--- config.mk ---
export PLATFORM = sky130hd
export DESIGN_NAME = pkt_transmitter
export DESIGN_NICKNAME = d
export VERILOG_FILES = /design/src/rtl/spif_pkt_pkg.sv /design/src/rtl/pkt_tx_arbiter.sv /design/src/rtl/pkt_transmitter.sv
export SDC_FILE = /design/constraint.sdc
export NUM_CORES = 1
export LEC_CHECK = 0
export ABC_AREA = 0
export CORE_MARGIN = 10
export CORE_UTILIZATION = 44
export DETAILED_ROUTE_END_ITERATION = 8
export PLACE_DENSITY = 0.82
export RECOVER_POWER = 50
export SYNTH_ARGS = -nofsm -noshare
export SYNTH_HDL_FRONTEND = slang
export SYNTH_SLANG_ARGS = --single-unit
--- constraint.sdc ---
create_clock -name clk -period 2.9 [get_ports clk]
set_clock_uncertainty 0.1 [all_clocks]
set_input_delay 0.29 -clock clk [delete_from_list [all_inputs] [get_ports clk]]
set_output_delay 0.29 -clock clk [all_outputs]
set_load 0.1 [all_outputs]
--- src/rtl/spif_pkt_pkg.sv ---
// Shared packet definitions for the SpiNNaker link: field offsets, source ids,
// odd-parity helper and peripheral packet assembly.
package spif_pkt_pkg;

  localparam int PKT_BITS    = 72;
  localparam int KEY_BITS    = 32;
  localparam int PLD_BITS    = 32;
  localparam int PKT_PAR_BIT = 0;
  localparam int PKT_LNG_BIT = 1;
  localparam int PKT_KEY_BIT = 8;
  localparam int PKT_PLD_BIT = 40;

  typedef enum logic {
    SRC_PER = 1'b0,
    SRC_DCP = 1'b1
  } src_t;

  // Parity bit that makes the popcount of the whole packet odd.
  function automatic logic pkt_parity(input logic [PKT_BITS-1:0] pkt);
    return ~(^pkt[PKT_BITS-1:1]);
  endfunction

  function automatic logic [PKT_BITS-1:0] pkt_build(
    input logic [KEY_BITS-1:0] key,
    input logic [PLD_BITS-1:0] pld,
    input logic                lng
  );
    logic [PKT_BITS-1:0] p;
    p = '0;
    p[PKT_KEY_BIT +: KEY_BITS] = key;
    if (lng) p[PKT_PLD_BIT +: PLD_BITS] = pld;
    p[PKT_LNG_BIT] = lng;
    p[PKT_PAR_BIT] = pkt_parity(p);
    return p;
  endfunction

endpackage

--- src/rtl/pkt_tx_arbiter.sv ---
// Two-input round-robin arbiter (PER vs DCP) with a one-bit last-grant pointer.
// Grant is combinational; the pointer only moves when a grant is taken (adv_i).
module pkt_tx_arbiter
  import spif_pkt_pkg::*;
(
  input  logic clk,
  input  logic rst_n,
  input  logic per_req_i,
  input  logic dcp_req_i,
  input  logic adv_i,
  output logic gnt_vld_o,
  output src_t gnt_o
);

  src_t last_q, last_d;

  always_comb begin
    gnt_vld_o = per_req_i || dcp_req_i;
    gnt_o     = SRC_PER;
    if (per_req_i && dcp_req_i) begin
      gnt_o = (last_q == SRC_PER) ? SRC_DCP : SRC_PER;
    end else if (dcp_req_i) begin
      gnt_o = SRC_DCP;
    end
  end

  always_comb begin
    last_d = last_q;
    if (adv_i && gnt_vld_o) last_d = gnt_o;
  end

  // Reset to DCP so the first contested grant goes to the peripheral side.
  always_ff @(posedge clk or negedge rst_n) begin
    if (!rst_n) last_q <= SRC_DCP;
    else        last_q <= last_d;
  end

endmodule

--- src/rtl/pkt_transmitter.sv ---
// Merges peripheral events and diagnostic replies into one packet stream; 1-cycle latency.
// Single output register; peripheral traffic is shed after drop_wait_in stalled cycles.
module pkt_transmitter
  import spif_pkt_pkg::*;
(
  input  logic                clk,
  input  logic                reset_n,
  input  logic [KEY_BITS-1:0] per_key_in,
  input  logic [PLD_BITS-1:0] per_pld_in,
  input  logic                per_lng_in,
  input  logic                per_vld_in,
  output logic                per_rdy_out,
  input  logic [PKT_BITS-1:0] dcp_data_in,
  input  logic                dcp_vld_in,
  output logic                dcp_rdy_out,
  input  logic [31:0]         drop_wait_in,
  output logic [PKT_BITS-1:0] pkt_data_out,
  output logic                pkt_vld_out,
  input  logic                pkt_rdy_in,
  output logic [2:0]          ptx_cnt_out
);

  logic [PKT_BITS-1:0] data_q, data_d;
  logic                vld_q, vld_d;
  src_t                src_q, src_d;
  logic [31:0]         stall_q, stall_d;

  logic                load;
  logic                xfer;
  logic                gnt_vld;
  src_t                gnt;
  logic                per_gnt;
  logic                dcp_gnt;
  logic                drop_act;
  logic [PKT_BITS-1:0] per_pkt;

  assign per_pkt = pkt_build(per_key_in, per_pld_in, per_lng_in);
  assign load    = !vld_q || pkt_rdy_in;
  assign xfer    = vld_q && pkt_rdy_in;

  pkt_tx_arbiter u_arb (
    .clk       (clk),
    .rst_n     (reset_n),
    .per_req_i (per_vld_in),
    .dcp_req_i (dcp_vld_in),
    .adv_i     (load),
    .gnt_vld_o (gnt_vld),
    .gnt_o     (gnt)
  );

  assign per_gnt = load && gnt_vld && (gnt == SRC_PER);
  assign dcp_gnt = load && gnt_vld && (gnt == SRC_DCP);

  // A cycle that transfers (load=1) always grants normally instead of dropping.
  assign drop_act = (drop_wait_in != 32'd0) && (stall_q >= drop_wait_in) && !load;

  assign per_rdy_out = reset_n && (per_gnt || drop_act);
  assign dcp_rdy_out = reset_n && dcp_gnt;

  assign ptx_cnt_out = {drop_act && per_vld_in,
                        xfer && (src_q == SRC_DCP),
                        xfer && (src_q == SRC_PER)};

  assign pkt_data_out = data_q;
  assign pkt_vld_out  = vld_q;

  always_comb begin
    vld_d  = vld_q;
    data_d = data_q;
    src_d  = src_q;
    if (load) begin
      vld_d = gnt_vld;
      if (gnt_vld) begin
        src_d  = gnt;
        data_d = (gnt == SRC_PER) ? per_pkt : dcp_data_in;
      end
    end
  end

  always_comb begin
    stall_d = stall_q;
    if (!vld_q || pkt_rdy_in) begin
      stall_d = 32'd0;
    end else if (stall_q != 32'hFFFF_FFFF) begin
      stall_d = stall_q + 32'd1;
    end
  end

  always_ff @(posedge clk or negedge reset_n) begin
    if (!reset_n) begin
      data_q  <= '0;
      vld_q   <= 1'b0;
      src_q   <= SRC_PER;
      stall_q <= 32'd0;
    end else begin
      data_q  <= data_d;
      vld_q   <= vld_d;
      src_q   <= src_d;
      stall_q <= stall_d;
    end
  end

endmodule

# After elaboration in Yosys (flattened, before gate mapping)
# Index checks and enable logic that the tools add are counted.
[word_totals]
regBits = 107
in_bits = 174
output_inout_bits = 78
wordCells = 39
[classes]
n_addsub = 1
n_lt_le_gt_ge = 1
n_eq_ne = 1
n_mux = 7
bitwise = 3
n_reduce_logical = 21
[op_table]
columns = ["operator", "n"]
rows = [
  ["32-bit two-way mux", 3],
  ["72-bit two-way mux", 1],
  ["71-bit parity", 1],
  ["32-bit by 1-bit adder with 32-bit output, second input constant", 1],
  ["32-bit greater-or-equal comparator", 1],
  ["32-bit inequality test, second input constant", 1],
  ["32-bit nonzero test", 1],
  ["1-bit logical AND", 12],
  ["1-bit logical OR", 3],
  ["1-bit two-way mux", 3],
  ["1-bit NOT", 3],
  ["1-bit logical NOT", 2],
  ["2-bit AND reduction", 1],
  ["2-bit nonzero test", 1],
]

# Longest topological paths before layout
[depth]
depth_word = 6
ltp_mapped = 10
ltp_nobuf = 10

# Cells and area by module
# Synthesis repeated with hierarchy kept, for this count alone.
[hier_totals]
hier_cells = 696
hier_area_um2 = 6384.9
[modules_own_cells]
columns = ["module", "instances", "cells_each", "area_per_inst_um2", "seq_area_each_um2"]
rows = [
  ["pkt_transmitter", 1, 691, 6333.6, 2652.5],
  ["pkt_tx_arbiter", 1, 5, 51.3, 26.3],
]

# Worst setup path before layout
# No wires, ideal clock.
[synth_timing]
kind = "reg2out"
startpoint = "register stall_q[0]"
endpoint = "output port per_rdy_out"
arrival_time_ps = 3661
required_time_ps = 2510
path_slack_ps = -1151
path_stages_with_launch = 11
path_buffers = 0
path_cell_list = "dfrtp_1 -> inv_1 -> ha_1 -> nand2b_1 -> a21oi_1 -> o21ai_0 -> a31oi_1 -> o21a_1 -> o41ai_1 -> a21oi_1 -> o21ai_0"
[synth_via]
elab_chain_cells = 5
[synth_lines]
columns = ["item", "line", "source"]
rows = [
  ["from (decl)", "pkt_transmitter.sv:26", "logic [31:0] stall_q, stall_d;"],
  ["from (signal assigned)", "pkt_transmitter.sv:99", "stall_q <= stall_d;"],
  ["32-bit greater-or-equal comparator", "pkt_transmitter.sv:55", "assign drop_act = (drop_wait_in != 32'd0) && (stall_q >= drop_wait_in) && !load;"],
  ["1-bit logical AND (2 in series)", "pkt_transmitter.sv:55", ""],
  ["1-bit logical OR", "pkt_transmitter.sv:57", "assign per_rdy_out = reset_n && (per_gnt || drop_act);"],
  ["1-bit logical AND", "pkt_transmitter.sv:57", ""],
  ["to (decl)", "pkt_transmitter.sv:12", "output logic per_rdy_out,"],
]
# No other way between the ends.

# Final worst setup path
[layout_timing]
startpoint = "register stall_q[17]"
endpoint = "output port per_rdy_out"
# The elaborated chain is that of the path after synthesis.

==> flow_metrics.tcl <==
set metrics [dict create \
    drc 10 \
    insertion_delay_ns 0.34 \
    grt_max_degree 53 \
    overflow 0 \
    antenna_found_initial 0 \
    end_kind "output port" \
    root_buffer "clkbuf_16" \
    p_per_area_mw_per_mm2 622 \
    layout-drive-gt1-share_pct 8.20 \
    dr_total_vias 5779 \
    switching_share_pct 44.1 \
    path_clk_slew_ns 0.07 \
    clockBufferDepth 2 \
    seq_power_share_pct 32.2 \
    path_class "reg -> out" \
    wirelength_mm 20.9 \
    final_cell_mix "clkdlybuf4s50_1, dfrtp_1, inv_1" \
    nets 1068 \
    async_flop_share_pct 100 \
    dieArea_sq_mm 0.0189 \
    die_h_um 137 \
    total_power_uw 5490 \
    crit_required_ns 2.51 \
    rsz0062_at_grt "true" \
    grt_pass1_vias 6138 \
    cts_buffers 9 \
    synth-edff-count 0 \
    drt-wirelength-per-cell_um 20.1 \
    pre_cts_ws_ns -0.227 \
    grt_usage_pct 21.7 \
    period_share_pct 98.7 \
    core_sq_mm 0.0134 \
    drv_slew 0 \
    ioPinCount 252 \
    dp_cells 1020 \
    ys_warn_count 0 \
    place.gp.congestion 0.905 \
    combPwrFrac_pct 43.4 \
    fmax_ghz 0.349 \
    grt_pass1_wl_mm 32.8 \
    dp_hpwl_mm 16.7 \
    synth_seq_cells 107 \
    cts_tree "built" \
    p_int_uw 3070 \
    start_kind "flip-flop" \
    area_growth_pct 45.5 \
    failed_checks "DRC" \
    yosysUniqueCellTypes 45 \
    worst_ir_drop_vdd_v 0.000414 \
    first_pass_iters 9 \
    clkPwrFrac_pct 24.3 \
    worst_ep_arrival_time_ns 2.47 \
    synthCells 608 \
    fin_ws_ns 0.0377 \
    final_antenna_net_count 0 \
    yosysSeqAreaShare_pct 44.1 \
    leakagePower_uw 0.00415 \
    hold_viol 0 \
    layout_commonest_cell "clkdlybuf4s50_1" \
    fin_crit_ns 2.86 \
    drtIter0Drc 610 \
    status "finished, violations left" \
    worstPathMaxFanout 4 \
    hold_path_class "in -> async" \
    tightest_slew_ns 1.29 \
    cts_sinks 107 \
    maxSlewHeadroom_pct 14.1 \
    dieWidth_um 137 \
    drv_cap 0 \
    port-buffer-count 251 \
    start_util_pct 45.3 \
    synthesis.nets 815 \
    diodes 0 \
    fin_cells 1042 \
    rrSetupSlack_ns 0.53 \
    rows 42 \
    htreeDepth 3 \
    avgSynthCellArea_sq_um 9.99 \
    switchingPower_uw 2420 \
    setup_viol 0 \
    synth_flop_cell "dfrtp_1" \
    syn-cell-area_sq_mm 0.00607 \
    vias_per_cell 5.55 \
]
[sequential cells by signal, summed over array words and instances, names as in the netlist]
register      count
src_q             1
pkt_vld_out       1
stall_q          32
pkt_data_out     72
u_arb.last_q      1
[layout make-up]
cell class,count,area (sq um)
Clock buffer,12,256
Clock inverter,4,72.6
Fill cell,1056,4570
Inverter,97,364
Multi-Input combinational cell,374,2980
Sequential cell,107,2680
Tap cell,176,220
Timing Repair Buffer,272,2260
[final timing paths]
check / cells after the start / from / end
max: 10 / stall_q[17] / per_rdy_out
min: 2 / reset_n / stall_q[26]
min in group clk: 1 / pkt_data_out[3] / pkt_data_out[3]
max in group asynchronous: 3 / reset_n / stall_q[17]
max reg2reg: 8 / stall_q[21] / stall_q[12]
min reg2reg: 1 / pkt_data_out[3] / pkt_data_out[3]
[Yosys cell counts, types with 8 or more instances]
cell type	count	share of area (%)
xor2_1	24	3.5
clkbuf_1	20	1.2
nand2_1	32	2.0
ha_1	33	6.8
dfrtp_1	106	44
nand3_1	9	0.74
o21ai_0	14	1.2
a21oi_1	19	1.6
nand4_1	12	1.2
xnor2_1	64	9.2
nor4_1	8	0.82
a21o_1	14	1.7
inv_1	97	6.0
a222oi_1	62	10
nor2_1	33	2.0
[worst max-delay path, stage by stage, from the launching register on]
cell and delay, ns:
dfrtp_2 0.45, ha_4 0.25, a21o_1 0.15, a21o_1 0.16, a21oi_2 0.15, o211ai_1 0.12
a31oi_1 0.19, o41ai_2 0.12, a21oi_2 0.26, o21ai_2 0.11, buf_12 0.17
[cell families (layout without fill, tap and decap cells)]
| logic type | after synthesis | in the layout | share of synthesized area (%) |
|---|---|---|---|
| buffers and inverters | 127 | 385 | 8.16 |
| DFF | 107 | 107 | 44.1 |
| adders and majority gates | 33 | 33 | 6.80 |
| xor gates and xnor gates | 88 | 88 | 12.7 |
| AOI/OAI and AO/OA | 126 | 126 | 17.1 |
| and+or+nand+nor | 127 | 127 | 11.1 |
[per-layer routing]
layer / global-route usage [%] / vias to the layer above / share of wire (%)
li1: - / 2673 / -
met1: 23.8 / 2812 / 36
met2: 37.7 / 264 / 51
met3: 8.19 / 30 / 10
met4: 7.61 / 0 / 2.1
met5: 0 / - / 0
[metrics by stage]
step | hold WS, ns | cell area [sq um] | utilization [%] | TNS (ns)
floorplan | -0.106 | 6080 | - | 0
global placement | 0.0313 | 8660 | 64.6 | -0.310
detailed placement | 0.0354 | 8660 | 64.6 | -0.418
CTS | 0.221 | 9080 | 67.7 | 0
global route | 0.412 | 8830 | 65.9 | -0.130
finish | 0.395 | 8830 | 65.9 | 0
[power groups by stage]
stage          Sequential [uW]  Clock [uW]  Combinational (uW)
2_1_floorplan             2970           0                 578
3_3_place_gp              1790           0                2500
3_5_place_dp              1800           0                2530
4_1_cts                   1770        1360                2550
5_1_grt                   1790        1410                2500
6_report                  1770        1340                2390
[what timing repair did]
item / in CTS / in global routing
hold buffers: 1 / 0
endpoints found under the setup margin: 2 / 2
pin swaps: 9 / 4
cloned: 0 / 0
gates resized for setup: 10 / 9
buffers inserted: 2 / 3
hold endpoints to repair: 8 / 0
No activity file was read; power rests on OpenSTA's default activity.
